`config.mk`:
```
export PLATFORM = sky130hd
export DESIGN_NAME = seg7_scan_ctrl
export DESIGN_NICKNAME = d
export VERILOG_FILES = /design/src/rtl/seg7_scan_ctrl.sv
export SDC_FILE = /design/constraint.sdc
export NUM_CORES = 1
export LEC_CHECK = 0
export BUFFER_PORTS_ARGS = -buffer_cell sky130_fd_sc_hd__buf_2
export CAP_MARGIN = 10
export CELL_PAD_IN_SITES_DETAIL_PLACEMENT = 0
export CELL_PAD_IN_SITES_GLOBAL_PLACEMENT = 2
export CORE_MARGIN = 1
export CORE_UTILIZATION = 32
export DETAILED_ROUTE_END_ITERATION = 8
export PLACE_DENSITY_LB_ADDON = 0.1
export SETUP_SLACK_MARGIN = 0.4
export SLEW_MARGIN = 25
export SYNTH_ARGS = -nofsm -noshare
export SYNTH_HDL_FRONTEND = slang
export SYNTH_SLANG_ARGS = --single-unit
```
`constraint.sdc`:
```
create_clock -name CLK -period 3.3 [get_ports CLK]
set_input_delay 0.165 -clock CLK [delete_from_list [all_inputs] [get_ports CLK]]
set_output_delay 0.165 -clock CLK [all_outputs]
set_load 0.05 [all_outputs]
```
`src/rtl/seg7_scan_ctrl.sv`:
```
// seg7_scan_ctrl
//   Multiplexed 7-segment display controller for NDIG common-anode digits.
//   VALUE/DOTS are latched into a shadow register through a LOAD/BUSY
//   handshake. Digits are scanned most-significant first, one slot of
//   2^PRESC_LOG2 clocks each, with PWM brightness, leading-zero blanking,
//   blank-before-switch and a frame strobe.
//
//   Optional feature macro: SEG7_BIN2BCD_EN
//     undefined : VALUE is NDIG hex nibbles, captured the cycle after LOAD,
//                 BUSY tied low.
//     defined   : VALUE is unsigned binary, converted to BCD by a
//                 double-dabble FSM (IDLE->CONV->DONE); values >= 10^NDIG
//                 display a dash on every digit.
//
// Ports
//   CLK       in   system clock, posedge
//   RST_N     in   asynchronous active-low reset
//   VALUE     in   [4*NDIG-1:0] value to display
//   DOTS      in   [NDIG-1:0]   decimal points, 1 = lit
//   LOAD      in   capture VALUE/DOTS when BUSY=0
//   BUSY      out  1 = LOAD ignored
//   BLANK_LZ  in   1 = blank leading zero digits (sampled live)
//   BRIGHT    in   [BRIGHT_W-1:0] PWM brightness, all-ones = 100%
//   SEG       out  [6:0] segments g..a, active-low
//   DP        out  decimal point, active-low
//   DIG_SEL   out  [NDIG-1:0] digit enable, active-high, one-hot or zero
//   FRAME     out  1-cycle pulse when the scan wraps to digit NDIG-1
module seg7_scan_ctrl #(
    parameter int unsigned NDIG       = 4,
    parameter int unsigned PRESC_LOG2 = 12,
    parameter int unsigned BRIGHT_W   = 4
) (
    input  logic                  CLK,
    input  logic                  RST_N,
    input  logic [4*NDIG-1:0]     VALUE,
    input  logic [NDIG-1:0]       DOTS,
    input  logic                  LOAD,
    output logic                  BUSY,
    input  logic                  BLANK_LZ,
    input  logic [BRIGHT_W-1:0]   BRIGHT,
    output logic [6:0]            SEG,
    output logic                  DP,
    output logic [NDIG-1:0]       DIG_SEL,
    output logic                  FRAME
);

    localparam int unsigned VW    = 4 * NDIG;
    localparam int unsigned IDX_W = (NDIG > 1) ? $clog2(NDIG) : 1;
    localparam logic [IDX_W-1:0] IDX_TOP = IDX_W'(NDIG - 1);

    function automatic logic [6:0] font(input logic [3:0] n);
        logic [6:0] s;
        case (n)
            4'h0: s = 7'h40;
            4'h1: s = 7'h79;
            4'h2: s = 7'h24;
            4'h3: s = 7'h30;
            4'h4: s = 7'h19;
            4'h5: s = 7'h12;
            4'h6: s = 7'h02;
            4'h7: s = 7'h78;
            4'h8: s = 7'h00;
            4'h9: s = 7'h10;
            4'hA: s = 7'h08;
            4'hB: s = 7'h03;
            4'hC: s = 7'h46;
            4'hD: s = 7'h21;
            4'hE: s = 7'h06;
            default: s = 7'h0E;
        endcase
        return s;
    endfunction

    // Scan and display state
    logic [PRESC_LOG2-1:0] presc_q, presc_d;
    logic [IDX_W-1:0]      idx_q, idx_d;
    logic [VW-1:0]         shadow_q, shadow_d;
    logic [NDIG-1:0]       dots_q, dots_d;
    logic [6:0]            seg_q, seg_d;
    logic                  dp_q, dp_d;
    logic [NDIG-1:0]       dig_sel_q, dig_sel_d;
    logic                  frame_q, frame_d;

    logic                  slot_end;
    logic [BRIGHT_W-1:0]   phase;
    logic                  dig_en;
    logic                  seen_nz;
    logic [NDIG-1:0]       lead_zero;
    logic [3:0]            cur_nib;
    logic                  cur_dot;
    logic                  cur_lz;
    logic                  blank;
    logic                  ovf_show;

    always_comb begin
        presc_d  = presc_q + PRESC_LOG2'(1);
        slot_end = &presc_q;
        idx_d    = idx_q;
        if (slot_end) begin
            idx_d = (idx_q == '0) ? IDX_TOP : idx_q - IDX_W'(1);
        end
        frame_d = slot_end && (idx_q == '0);

        // Last cycle of every slot is dark so the next digit never ghosts.
        phase  = presc_q[PRESC_LOG2-1 -: BRIGHT_W];
        dig_en = ((&BRIGHT) || (phase < BRIGHT)) && !slot_end;

        // lead_zero[k]: digits NDIG-1 down to k are all zero
        seen_nz   = 1'b0;
        lead_zero = '0;
        for (int unsigned k = NDIG; k > 0; k--) begin
            seen_nz        = seen_nz | (shadow_q[4*(k-1) +: 4] != 4'h0);
            lead_zero[k-1] = ~seen_nz;
        end

        cur_nib   = '0;
        cur_dot   = 1'b0;
        cur_lz    = 1'b0;
        dig_sel_d = '0;
        for (int unsigned k = 0; k < NDIG; k++) begin
            if (idx_q == IDX_W'(k)) begin
                cur_nib      = shadow_q[4*k +: 4];
                cur_dot      = dots_q[k];
                cur_lz       = lead_zero[k];
                dig_sel_d[k] = dig_en;
            end
        end

        blank = BLANK_LZ && cur_lz && (idx_q != '0);
        seg_d = blank ? 7'h7F : font(cur_nib);
        if (ovf_show) begin
            seg_d = 7'h3F;
        end
        dp_d = ~cur_dot;
    end

    always_ff @(posedge CLK or negedge RST_N) begin
        if (!RST_N) begin
            presc_q   <= '0;
            idx_q     <= IDX_TOP;
            shadow_q  <= '0;
            dots_q    <= '0;
            seg_q     <= 7'h7F;
            dp_q      <= 1'b1;
            dig_sel_q <= '0;
            frame_q   <= 1'b0;
        end else begin
            presc_q   <= presc_d;
            idx_q     <= idx_d;
            shadow_q  <= shadow_d;
            dots_q    <= dots_d;
            seg_q     <= seg_d;
            dp_q      <= dp_d;
            dig_sel_q <= dig_sel_d;
            frame_q   <= frame_d;
        end
    end

    assign SEG     = seg_q;
    assign DP      = dp_q;
    assign DIG_SEL = dig_sel_q;
    assign FRAME   = frame_q;

`ifdef SEG7_BIN2BCD_EN

    localparam int unsigned CNT_W = $clog2(VW);

    function automatic logic [VW-1:0] pow10_f();
        logic [VW-1:0] p;
        p = VW'(1);
        for (int unsigned i = 0; i < NDIG; i++) begin
            p = p * VW'(10);
        end
        return p;
    endfunction

    localparam logic [VW-1:0] POW10 = pow10_f();

    typedef enum logic [1:0] {
        ST_IDLE,
        ST_CONV,
        ST_DONE
    } state_t;

    state_t           state_q, state_d;
    logic [VW-1:0]    bin_q, bin_d;
    logic [VW-1:0]    bcd_q, bcd_d;
    logic [VW-1:0]    bcd_adj;
    logic [CNT_W-1:0] cnt_q, cnt_d;
    logic             ovf_pend_q, ovf_pend_d;
    logic             ovf_q, ovf_d;

    always_comb begin
        state_d    = state_q;
        bin_d      = bin_q;
        bcd_d      = bcd_q;
        cnt_d      = cnt_q;
        ovf_pend_d = ovf_pend_q;
        ovf_d      = ovf_q;
        shadow_d   = shadow_q;
        dots_d     = dots_q;

        // Double-dabble add-3 step; the top BCD digit may wrap on overflow,
        // which is harmless because overflow is flagged from the raw value.
        bcd_adj = bcd_q;
        for (int unsigned k = 0; k < NDIG; k++) begin
            if (bcd_q[4*k +: 4] >= 4'd5) begin
                bcd_adj[4*k +: 4] = bcd_q[4*k +: 4] + 4'd3;
            end
        end

        case (state_q)
            ST_IDLE: begin
                if (LOAD) begin
                    bin_d      = VALUE;
                    dots_d     = DOTS;
                    bcd_d      = '0;
                    cnt_d      = '0;
                    ovf_pend_d = (VALUE >= POW10);
                    state_d    = ST_CONV;
                end
            end
            ST_CONV: begin
                {bcd_d, bin_d} = {bcd_adj, bin_q} << 1;
                cnt_d          = cnt_q + CNT_W'(1);
                if (cnt_q == CNT_W'(VW - 1)) begin
                    state_d = ST_DONE;
                end
            end
            ST_DONE: begin
                shadow_d = bcd_q;
                ovf_d    = ovf_pend_q;
                state_d  = ST_IDLE;
            end
            default: state_d = ST_IDLE;
        endcase
    end

    always_ff @(posedge CLK or negedge RST_N) begin
        if (!RST_N) begin
            state_q    <= ST_IDLE;
            bin_q      <= '0;
            bcd_q      <= '0;
            cnt_q      <= '0;
            ovf_pend_q <= 1'b0;
            ovf_q      <= 1'b0;
        end else begin
            state_q    <= state_d;
            bin_q      <= bin_d;
            bcd_q      <= bcd_d;
            cnt_q      <= cnt_d;
            ovf_pend_q <= ovf_pend_d;
            ovf_q      <= ovf_d;
        end
    end

    assign BUSY     = (state_q != ST_IDLE);
    assign ovf_show = ovf_q;

`else

    always_comb begin
        shadow_d = shadow_q;
        dots_d   = dots_q;
        if (LOAD) begin
            shadow_d = VALUE;
            dots_d   = DOTS;
        end
    end

    assign BUSY     = 1'b0;
    assign ovf_show = 1'b0;

`endif

endmodule

```
==> impl_metrics.yaml <==
clock_tree:
  cts_resized: 0
  clk_path_buf_depth: 2
  clock_latency_ns: 0.30
  cts.clk_slew.worst_paths_ns: 0.08
  cts_root_buf: "clkbuf_8"
  cts_sinks: 47
  postCtsSetupBuffers: 0
  cts_buffers: 5
  cts_tree: "built"
  ctsHtreeMaxLevel: 2
  holdBufCountCts: 1
grt:
  grt-ovfl-total: 0
  grt_pass1_vias: 1589
  grt_use_total_pct: 13.5
  antenna_found_initial: 0
  grt_pass1_wl_mm: 7.93
  grt_max_degree: 32
min_path:
  holdPathStages: 3
  hold_start: "VALUE[12]"
  min_to: "shadow_q[12]"
  worst_hold_path_type: "input pin to register"
power:
  power_density_nw_per_um2: 436
  leakagePower_nw: 1.27
  max-vdd-ir-drop_mv: 0.166
setup_path:
  cpMaxStageDelayCell: "dfstp_2"
  reg2reg_setup_slack_ns: 0.87
  crit_family: "adder cells"
  end_kind: "register"
  arrival_ns: 2.65
  cp_num_buf_inv: 2
  critPathLaunchType: "register"
  cpPeakStageDelay_ns: 0.56
  crit_chain: "inv_1 -> ha_1 -> nand3b_1 -> a221oi_4 -> inv_1 -> ha_1 -> nand2_1 -> o21ai_0 -> a31oi_1"
  crit_fanout: 12
  r2r-start: "idx_q[1]"
  r2r_cells: 9
  required_ns: 3.52
  r2r-end: "SEG[3]"
  path_class: "register to register"
synthesis:
  synth_edf_count: 0
  synthCells: 203
  syn_area_per_cell_um2: 11.9
  synth_commonest_cells: "dfrtp_1, mux2_2, ha_1, nand2_1, inv_1"
  synth_largest_area_cell: "dfrtp_1"
  yosysMostFrequentCell: "dfrtp_1"
  synth_seq_area_share_pct: 49.4
  syn-cell-area_um2: 2410
  synth.area.top_cells: "dfrtp_1, dfstp_2, mux2_2"
  synth-seq-cells: 47
  yosys_warnings: 0
  synth_top_area_share_pct: 38.4
  async_reset_ff_share_pct: 100
  syn_nets: 245
  synth-main-ff-cell: "dfrtp_1"
  synth.distinct_cells: 46
floorplan:
  initial_utilization_pct: 33.2
  die_w_um: 88.8
  core_area_um2: 7250
  fp.dieH_um: 88.8
  rows: 31
  ioPinCount: 42
  die_area_um2: 7880
job:
  cap_violations: 0
sta:
  fin_crit_ns: 2.43
  whs_ns: 0.0795
  hold_viol: 0
  period_share_pct: 73.6
  fin_setup_tns_ns: 0
  fmax_ghz: 0.412
  rsz0062_at_grt: "no"
  drv_slew: 0
  setup_violations: 0
  finClkSkew_ns: 0.00292
final_layout:
  fin_cells: 345
  drive_gt1_share_pct: 35.4
  area_growth_pct: 15.1
  postLayoutCoreUtil_pct: 38.2
  stdcell_area_um2: 2770
  multi_input_comb_area_um2: 1100
  fill_cells: 740
  fin_nets: 287
  area.sequential_um2: 1190
  diodes: 0
placed_design:
  hpwlAfterDp_mm: 3.55
  placed_area_um2: 2680
  dp.cells: 336
  port_buffers: 40
  gp_congestion: 0.783
detailed_routing:
  ant_nets: 0
  drtPass1Iterations: 4
  routedWlPerCell_um: 13.8
  viasPerCell: 4.67
  vias: 1611
  detail_route.iter0.violations: 62
  drc: 0
  drt_wl_total_mm: 4.75
outcome:
  status: "complete, no violations"
## where the power goes
| group | leakage (nW) | total (mW) | switching (mW) | internal (mW) |
|---|---|---|---|---|
| Combinational | 0.670 | 0.221 | 0.140 | 0.0809 |
| Clock | 0.0422 | 0.336 | 0.187 | 0.149 |
| Sequential | 0.557 | 0.651 | 0.0241 | 0.627 |
## routing by layer
metal | GRT usage, % | part of all wire (%) | up-vias | wire, µm
met5 | 0 | 0 | - | 0
met4 | 4.11 | 0.61 | 0 | 29
met3 | 4.20 | 4.8 | 3 | 229
met2 | 19.1 | 41 | 41 | 1960
met1 | 19.6 | 53 | 757 | 2540
li1 | - | - | 810 | -
## cell type report
class | instances | area share (%)
Clock buffer | 7 | 2.75
Multi-Input combinational cell | 135 | 39.8
Timing Repair Buffer | 43 | 8.13
Inverter | 13 | 1.76
Clock inverter | 1 | 0.181
Tap cell | 99 | 4.47
Sequential cell | 47 | 42.9
## cells in the final DEF (no fill, tap or decap), drive strengths merged, types with 5 or more instances in the layout
master / netlist / layout
xnor2: 7 / 7
nand3: 7 / 7
dfstp: 10 / 10
dfrtp: 37 / 37
nand2: 16 / 16
o21ai: 6 / 6
inv: 13 / 13
nand3b: 5 / 5
mux2: 18 / 18
ha: 14 / 14
clkbuf: 0 / 7
buf: 8 / 42
and3: 5 / 5
a21oi: 5 / 5
nor2: 8 / 8
## worst max-delay path by stage
| stage | startpoint | end | slack, ns | cells past startpoint |
|---|---|---|---|---|
| 3_3_place_gp | idx_q[1] | SEG[3] | 0.92 | 9 |
| 6_report | idx_q[1] | SEG[3] | 0.87 | 9 |
| 2_1_floorplan | idx_q[1] | SEG[3] | 1.12 | 10 |
| 3_5_place_dp | idx_q[1] | SEG[3] | 0.87 | 9 |
| 5_1_grt | idx_q[1] | SEG[3] | 0.64 | 9 |
| 4_1_cts | idx_q[1] | SEG[3] | 0.86 | 9 |
## state kept, by name, indices dropped and copies added (netlist names)
signal	cells
presc_q	12
shadow_q	16
idx_q	2
DP	1
FRAME	1
SEG	7
dots_q	4
DIG_SEL	4
## tightest hold or removal path, stage by stage
cell and delay, ns:
buf_2 0.08, nand2_1 0.04, o21ai_0 0.06
## logic make-up after synthesis
family	Yosys count	synth area share (%)
XOR/XNOR	10	3.64
AO/OA/AOI/OAI	32	11.5
other	1	0.156
buffers and inverters	21	4.83
multiplexers	20	9.25
AND/OR/NAND/NOR	58	14.0
adder cells (fa/ha/maj)	14	7.27
flip-flops	47	49.4
## metrics by stage
stage / setup slack (ns) / total power, mW
floorplan: 1.12 / 0.820
global placement: 0.917 / 0.888
detailed placement: 0.873 / 0.885
CTS: 0.855 / 1.23
global route: 0.643 / 1.28
finish: 0.870 / 1.21
(Power assumes the default switching activity.)
